### config.mk
export PLATFORM = sky130hd
export DESIGN_NAME = serial_frame_tx
export DESIGN_NICKNAME = d
export VERILOG_FILES = /design/src/rtl/serial_frame_tx.sv
export SDC_FILE = /design/constraint.sdc
export NUM_CORES = 1
export LEC_CHECK = 0
export ABC_AREA = 1
export CAP_MARGIN = 20
export CORE_ASPECT_RATIO = 1.2
export CORE_UTILIZATION = 30
export DETAILED_ROUTE_END_ITERATION = 8
export HOLD_SLACK_MARGIN = 0.02
export PLACE_DENSITY = 0.5
export SLEW_MARGIN = 5
export SYNTH_ARGS = -nofsm -noshare
export SYNTH_HDL_FRONTEND = slang
export SYNTH_SLANG_ARGS = --single-unit
export TNS_END_PERCENT = 1
### constraint.sdc
create_clock -name clk -period 1.3 [get_ports clk]
set_input_delay 0.26 -clock clk [delete_from_list [all_inputs] [get_ports clk]]
set_output_delay 0.26 -clock clk [all_outputs]
set_load 0.05 [all_outputs]
### src/rtl/serial_frame_tx.sv
// Serial line transmitter: start bit, LSB-first data, optional parity, stop bit, optional idle gap.
// Latency: the start bit appears on out in the first cycle after the accepting edge; frame is 2+WIDTH+PARITY_EN cycles.
// Backpressure: in_ready is high only in IDLE; a word offered mid-frame waits until the mandatory IDLE cycle.
module serial_frame_tx #(
   parameter int WIDTH      = 8,
   parameter int PARITY_EN  = 1,
   parameter int PARITY_ODD = 0,
   parameter int GAP_CYCLES = 1
) (
   input  logic             clk,
   input  logic             reset,
   input  logic             in_valid,
   input  logic [WIDTH-1:0] in_data,
   output logic             in_ready,
   output logic             out,
   output logic             busy,
   output logic             frame_done
);

   localparam int CW = (WIDTH > 1) ? $clog2(WIDTH) : 1;
   localparam logic [CW-1:0] BIT_LAST = CW'(WIDTH - 1);
   // Only meaningful when GAP_CYCLES > 0; the GAP state is unreachable otherwise.
   localparam logic [3:0] GAP_LAST = 4'(GAP_CYCLES - 1);
   localparam logic ODD_BIT = (PARITY_ODD != 0);

   typedef enum logic [2:0] {
      IDLE   = 3'd0,
      START  = 3'd1,
      DATA   = 3'd2,
      PARITY = 3'd3,
      STOP   = 3'd4,
      GAP    = 3'd5
   } state_t;

   state_t           state_q, state_d;
   logic [CW-1:0]    bit_q, bit_d;
   logic [3:0]       gap_q, gap_d;
   logic [WIDTH-1:0] shreg_q, shreg_d;
   logic             par_q, par_d;

   // State, counters, shift register and latched parity; reset abandons any frame in flight.
   always_ff @(posedge clk or negedge reset) begin
      if (!reset) begin
         state_q <= IDLE;
         bit_q   <= '0;
         gap_q   <= '0;
         shreg_q <= '0;
         par_q   <= 1'b0;
      end else begin
         state_q <= state_d;
         bit_q   <= bit_d;
         gap_q   <= gap_d;
         shreg_q <= shreg_d;
         par_q   <= par_d;
      end
   end

   // Next-state sequencing; parity is computed once from the word at acceptance.
   always_comb begin
      state_d = state_q;
      bit_d   = bit_q;
      gap_d   = gap_q;
      shreg_d = shreg_q;
      par_d   = par_q;
      case (state_q)
         IDLE: begin
            if (in_valid) begin
               state_d = START;
               shreg_d = in_data;
               par_d   = (^in_data) ^ ODD_BIT;
            end
         end
         START: begin
            state_d = DATA;
            bit_d   = '0;
         end
         DATA: begin
            shreg_d = shreg_q >> 1;
            bit_d   = bit_q + CW'(1);
            if (bit_q == BIT_LAST) begin
               bit_d   = '0;
               state_d = (PARITY_EN != 0) ? PARITY : STOP;
            end
         end
         PARITY: begin
            state_d = STOP;
         end
         STOP: begin
            gap_d   = '0;
            state_d = (GAP_CYCLES > 0) ? GAP : IDLE;
         end
         GAP: begin
            gap_d = gap_q + 4'd1;
            if (gap_q == GAP_LAST) begin
               gap_d   = '0;
               state_d = IDLE;
            end
         end
         default: begin
            state_d = IDLE;
            bit_d   = '0;
            gap_d   = '0;
            shreg_d = '0;
            par_d   = 1'b0;
         end
      endcase
   end

   // Moore output decode from registered state and shift register only.
   always_comb begin
      out        = 1'b0;
      in_ready   = 1'b0;
      busy       = 1'b1;
      frame_done = 1'b0;
      case (state_q)
         IDLE: begin
            in_ready = 1'b1;
            busy     = 1'b0;
         end
         START:   out        = 1'b1;
         DATA:    out        = shreg_q[0];
         PARITY:  out        = par_q;
         STOP:    frame_done = 1'b1;
         GAP:     out        = 1'b0;
         default: out        = 1'b0;
      endcase
   end

endmodule

# Word level (Yosys, flattened, before mapping)
# Cells that the tools add are included.
# op_classes
addsub	2
n_eq_ne	9
mux	16
bitwise_logic	2
reduce_logical	10
# ops
op	n
case mux 8 bit (3 select lines)	1
case mux 3 bit (6 select lines)	1
2-to-1 mux 3 bit	4
OR reduction 4 bit	3
equality test 3 bit, second input constant	3
2-to-1 mux 8 bit	1
case mux 4 bit (2 select lines)	1
parity 8 bit	1
equality test 3 x 2 -> 1 bit, second input constant	2
inequality test 2 bit, second input constant	3
case mux 3 bit (2 select lines)	1
OR reduction 5 bit	1
adder 4 x 1 -> 4 bit, second input constant	1
logical NOT 4 bit	1
2-to-1 mux 1 bit	4
2-to-1 mux 4 bit	1
AND reduction 2 bit	2
adder 3 x 1 -> 3 bit, second input constant	1
equality test 3 x 1 -> 1 bit, second input constant	1
logical NOT 3 bit	1
case mux 1 bit (3 select lines)	1
AND reduction 3 bit	1
inverter 1 bit	2
case mux 1 bit (2 select lines)	1
# totals
regBits	19
out_inout_bits	4

# Depth between registers and ports, before layout
# Gate-level depths: netlist (run 1).
# logic_depth
ltp_word	4
ltp_mapped	10
mapped_depth_nobuf	8

# Worst setup path after synthesis (run 1)
# No wires, ideal clock.
# synth_path
kind	register -> output
startpoint	reg state_q[2]
endpoint	out out
arrival_ns	1.595
setup_slack_ns	-0.555
path_stages_with_launch	6
cell_sequence	dfrtp_1 -> buf_6 -> nor2_1 -> nand2_1 -> buf_4 -> o22ai_1
# synth_via
elab_chain_cells	2
word_cells_on_any_way	4
# synth_rtl
element	line_no	source
start, declared	35	state_t state_q, state_d;
start signal, assigned	50	state_q <= state_d;
equality test 3 x 2 -> 1 bit / equality test 3 x 1 -> 1 bit (equally long branches)	115	case (state_q)
case mux 1 bit (3 select lines) (*)	115	
end, declared	15	output logic out,
# Every way passes the cells marked *; elsewhere a longest branch is shown, timed or not.

# Worst setup path in the final report (run 1)
# layout_path
startpoint	reg state_q[0]
endpoint	out out
# The elaborated chain is that of the path after synthesis.

==> results.txt, run 1 <==
Width of the die -> 59.7 µm
Clk_lat worst skew -> 0.25 ns
Initial Utilization -> 0.322
Vias in the first global route -> 1,169
Root Driver -> clkbuf_8
Ant diodes -> 0
I/O Buffers -> 14
Period utilization -> 1.14
Synth unique cells -> 23
CTS tree -> yes
Total core area -> 0.00372 mm²
Ys flop type -> dfrtp_1
Outcome -> complete, but fails checks
Clk sink count -> 19
Largest net degree at the start of global routing -> 20
Post-synth top area cell -> dfrtp_1
Crit Path Class -> reg -> out
Slew Limit Fails -> 0
Nets -> 213
First-pass DRT Iterations -> 4
Largest delay share family, worst path -> flip-flops
Via Count -> 1,111
Leak pwr -> 0.000876 µW
Endpoints failing hold -> 0
Clk pin slew, worst setup/hold paths -> 0.07 ns
Syn avg cell area -> 7.63 µm²
Post-synth net total -> 172
First-pass GRT wire length -> 4720 µm
WL/cell -> 10.9 µm
Initial antenna violation count -> 0
GRT Resource Usage Total -> 0.146
Worst setup EP type -> output port
Critical path data required time -> 1.04 ns
Largest stage delay, worst path -> 0.48 ns
Number of synthesized flops with an enable pin -> 0
# rows -> 24
Setup Skew -> 0.00357 ns
Critical Path Start Type -> flop
Reg-to-reg slack, setup -> -0.05 ns
WP data arrival -> 1.23 ns
Die ar. -> 0.00425 mm²
Post-DP HPWL -> 2080 µm
RSZ-0062 raised after global routing -> yes
Synth warnings -> 0
Count leader, synth -> nand2_1
DRT antenna net count -> 0
Actual slew at the worst max-slew pin -> 0.246 ns
Reg2reg start -> state_q[0]
DRT iter0 DRCs -> 22
CTS buffer count -> 3
Fmax -> 673 MHz
Bufs and invs on worst path -> 1
Total of max-cap violations -> 0
Layout cells sized above 1 -> 0.350
Failing checks -> setup timing
Post-layout min period -> 1.49 ns
Flops & latches, synth -> 19
Synth top area cells -> dfrtp_1 (40%), nand2_1 (15%), inv_1 (7.8%)
Finish-stage setup viols -> 6
Sequential area share after synthesis -> 0.397
Clk buf depth -> 2
Die Ht -> 71.2 µm
Worst setup margin -> -0.187 ns
Worst setup path startpoint -> state_q[0]
RePlAce Congestion -> 0.806
Hold WC Path Type -> in -> async
Asr flop ratio synth -> 1.00
Htree depth -> 1
Hold Slack -> 0.332 ns
Crit-path slowest cell -> dfrtp_2
Mapped Area -> 0.00120 mm²
Cell area power density -> 2140 mW/mm²
Commonest cells in the netlist -> nand2_1 (49), inv_1 (25), dfrtp_1 (19)
Vias per Instance -> 4.46
CTS Hold Buffers Added -> 0
Area Overhead vs Synth -> 45.0%
CP max FO -> 5
Grt total ovfl -> 0
Io pins -> 15
Critical-path cell list -> nor2_4, nand2_4, o22ai_4, buf_12
Setup TNS -> -0.702 ns
Normalized max-slew margin -> 0.836
Share of the synthesized area in the top cell type -> 0.397
Synthesized instance count -> 157
Peak supply drop -> 0.929 mV
Final wirelength -> 2710 µm
Remaining DRCs -> 0
sequential cells by signal, summed over array words and instances (netlist names):
| signal | cells |
|---|---|
| state_q | 3 |
| bit_q | 3 |
| gap_q | 4 |
| shreg_q | 8 |
| par_q | 1 |
where the power goes:
| group | total (µW) | switching, µW | leakage [µW] | internal, µW |
|---|---|---|---|---|
| combinational | 2340 | 1330 | 0.000600 | 1010 |
| sequential | 970 | 159 | 0.000250 | 811 |
| clock | 400 | 188 | 0.0000255 | 212 |
| total | 3710 | 1680 | 0.000876 | 2030 |
through the flow:
stage	total power (µW)	cell area [µm²]	util	setup slack (ns)	cells
2_1_floorplan	2280	1210	-	-0.213	157
3_3_place_gp	2880	1570	0.422	-0.0550	241
3_5_place_dp	2920	1570	0.422	-0.0913	241
4_1_cts	3620	1700	0.455	-0.207	249
5_1_grt	3990	1740	0.467	-0.231	249
6_report	3710	1740	0.467	-0.187	249
area by class of cell:
type,instances,area (µm²)
fillers,399,1990
multi-input cells,107,644
flip-flops and latches,19,479
repair buffers,39,383
inverters,28,120
well taps,52,65.1
clock buffers,3,41.3
clock inverters,1,5.00
layer usage:
metal	track usage	vias to the layer above	part of all wire
met5	0	-	0
met4	0.0620	0	0.015
met3	0.0144	4	0.023
met2	0.283	16	0.57
met1	0.152	513	0.39
li1	-	578	-
logic make-up (layout without fill, tap and decap cells):
group / count (synthesis) / after routing / share of synthesized area
AOI/OAI and AO/OA: 29 / 29 / 0.162
DFF: 19 / 19 / 0.397
and+or+nand+nor: 72 / 72 / 0.259
buffers and inverters: 31 / 71 / 0.126
adders and majority gates: 4 / 4 / 0.0418
xor gates and xnor gates: 2 / 2 / 0.0146
layout by cell type, fill, tap and decap left out:
cell type         n
clkdlybuf4s50_1  10
buf_4            21
o21ai_0           5
nor2_2            3
xnor2_1           1
ha_1              4
o22ai_1           3
o21ai_1           3
o221ai_1          1
nand2_4           4
inv_1            24
dfrtp_1          16
nor2_1            6
o22ai_2           2
nor2_4            2
buf_6             4
o21ai_2          11
buf_12            4
dfrtp_2           3
o22ai_4           1
xor2_1            1
inv_6             2
inv_4             2
clkinv_2          1
clkbuf_8          3
nand3_1           6
nand2_2           6
nand2_1          45
o211ai_1          2
o31ai_1           1
timing repair:
| item | CTS | global route |
|---|---|---|
| pin swaps | 4 | 2 |
| buffers inserted | 4 | 0 |
| endpoints found under the setup margin | 9 | 20 |
| gates resized for setup | 20 | 13 |
worst paths after layout:
| check | cells after the start | to |
|---|---|---|
| min in group clk | 1 | bit_q[0] |
| max in group asynchronous | 2 | state_q[2] |
| setup / recovery | 4 | out |
| hold / removal | 2 | gap_q[0] |
| setup reg to reg | 6 | state_q[0] |
| hold reg to reg | 1 | bit_q[0] |
worst reg2reg max path, cell delays in order, from the launching register on:
cell and delay, ns:
dfrtp_2 0.48, nor2_4 0.15, nand2_4 0.07, buf_4 0.14
buf_6 0.13, o211ai_1 0.17, o21ai_1 0.09
Note: power is estimated with default switching activity, not from simulation.
==> run 2: changes to the inputs <==
==> constraint.sdc (replaced) <==
create_clock -name clk -period 1.3 [get_ports clk]
set_input_delay 0.13 -clock clk [delete_from_list [all_inputs] [get_ports clk]]
set_output_delay 0.13 -clock clk [all_outputs]
set_load 0.05 [all_outputs]
==> run 2 against run 1 <==
Global-route usage decreased by 0.43 points. Wire length is 5.4% lower. The flow still finishes with violations (setup timing). Critical path type unchanged. First-iteration DRC count rose by 120%.
==> results.txt, run 2 (synthesis gave the netlist of run 1 again) <==
Critical Path Start Type -> flop
Outcome -> complete, but fails checks
I/O Buffers -> 14
Cell area power density -> 2220 mW/mm²
Die ar. -> 0.00425 mm²
Post-DP HPWL -> 2010 µm
Period utilization -> 1.15
Peak supply drop -> 1.14 mV
Setup Skew -> 0.000755 ns
Htree depth -> 1
Most common cell after layout, fill and taps aside -> nand2_1
Setup TNS -> -1.06 ns
Remaining DRCs -> 0
Grt total ovfl -> 0
First-pass GRT wire length -> 4510 µm
Placed Area -> 0.00152 mm²
WP data arrival -> 1.36 ns
Finished Layout Cells -> 240
Crit Path Class -> reg -> out
Hold WC Path Type -> in -> async
GRT Resource Usage Total -> 0.141
RePlAce Congestion -> 0.805
Critical path data required time -> 1.17 ns
Final wirelength -> 2560 µm
Reg2reg start -> state_q[0]
Io pins -> 15
Actual slew at the worst max-slew pin -> 0.257 ns
Total chip power -> 3710 µW
Reg with most FFs -> shreg_q
Via Count -> 1,072
Clk_lat worst skew -> 0.25 ns
RSZ-0062 raised after global routing -> yes
Root Driver -> clkbuf_8
Most frequent cells in the layout -> nand2_1 (46), inv_1 (25), dfrtp_1 (17), buf_4 (12), clkdlybuf4s50_1 (10)
Worst setup path startpoint -> state_q[0]
Clk sink count -> 19
Worst setup margin -> -0.192 ns
Largest registers -> shreg_q: 8 flops, gap_q: 4 flops
Normalized max-slew margin -> 0.828
Clk buf depth -> 2
Slew Limit Fails -> 0
Placement Setup Slack -> -0.00151 ns
Nets -> 204
Final instance area -> 0.00167 mm²
Ant diodes -> 0
Vias in the first global route -> 1,085
Failing checks -> setup timing
Initial antenna violation count -> 0
CP max FO -> 3
Largest net degree at the start of global routing -> 20
Total core area -> 0.00372 mm²
Initial Utilization -> 0.322
DRT iter0 DRCs -> 48
Worst setup EP type -> output port
Post-layout min period -> 1.49 ns
Vias per Instance -> 4.47
Reg-to-reg slack, setup -> -0.09 ns
Fmax -> 670 MHz
DRT antenna net count -> 0
Layout cells sized above 1 -> 0.277
Die Ht -> 71.2 µm
Cell count after placement -> 231
Total of max-cap violations -> 0
Leak pwr -> 0.000829 µW
Clk pin slew, worst setup/hold paths -> 0.07 ns
# rows -> 24
CTS Hold Buffers Added -> 0
CTS tree -> yes
Width of the die -> 59.7 µm
CTS buffer count -> 3
Finish-stage setup viols -> 14
First-pass DRT Iterations -> 4
Endpoints failing hold -> 0
WL/cell -> 10.7 µm
CP endpoint -> busy
FF-to-FF End -> shreg_q[4]
FF-to-FF path depth -> 8
Area Overhead vs Synth -> 39.7%
Largest register FFs -> 8
## run 2: changes by cell type in the layout (fill, tap and decap cells not counted), moves of 2 or more
cell	delta
inv_6	-2
o21ai_2	-3
nor2_2	-2
nand2_4	-2
o21ai_0	+2
buf_4	-9
inv_4	-2
## run 2: critical path: stages (launching register included)
cell	delay, ns
dfrtp_2	0.44
buf_6	0.13
nor2_4	0.16
nand2_8	0.09
buf_6	0.14
buf_12	0.14
## run 2: per-layer routing
metal  global-route usage  share of wire  up-vias
li1                     -              -      554
met1                0.158           0.42      491
met2                0.248           0.52       21
met3               0.0108          0.025        6
met4               0.0956          0.034        0
met5                    0              0        -
## run 2: layout make-up
type                       count  area (µm²)
tap                           52        65.1
inverter                      28         125
timing repair buffer          30         324
fill                         400        2050
clock buffer                   4        45.0
sequential                    19         478
multi-input combinational    107         637
## run 2: worst min path at each step
stage / from / slack (ns) / depth (start not counted) / end
floorplan: reset / -0.17 / 0 / bit_q[0]
global placement: bit_q[0] / 0.48 / 1 / bit_q[0]
detailed placement: reset / 0.49 / 2 / gap_q[0]
CTS: reset / 0.21 / 2 / gap_q[0]
global route: reset / 0.23 / 2 / gap_q[0]
finish: reset / 0.20 / 2 / gap_q[1]
## run 2: timing repair
action,in CTS,in global routing
gates resized for setup,12,10
endpoints found under the setup margin,6,17
pin swaps,1,2
setup buffers,3,2
## run 2: metrics by stage
stage	hold slack, ns	utilization
3_5_place_dp	0.492	0.407
3_3_place_gp	0.475	0.407
6_report	0.203	0.450
2_1_floorplan	-0.166	-
4_1_cts	0.213	0.437
5_1_grt	0.230	0.450
## run 2: power by group
part	switching, µW	total [µW]	internal, µW
combinational	1340	2360	1020
clock	197	415	218
sequential	128	936	808
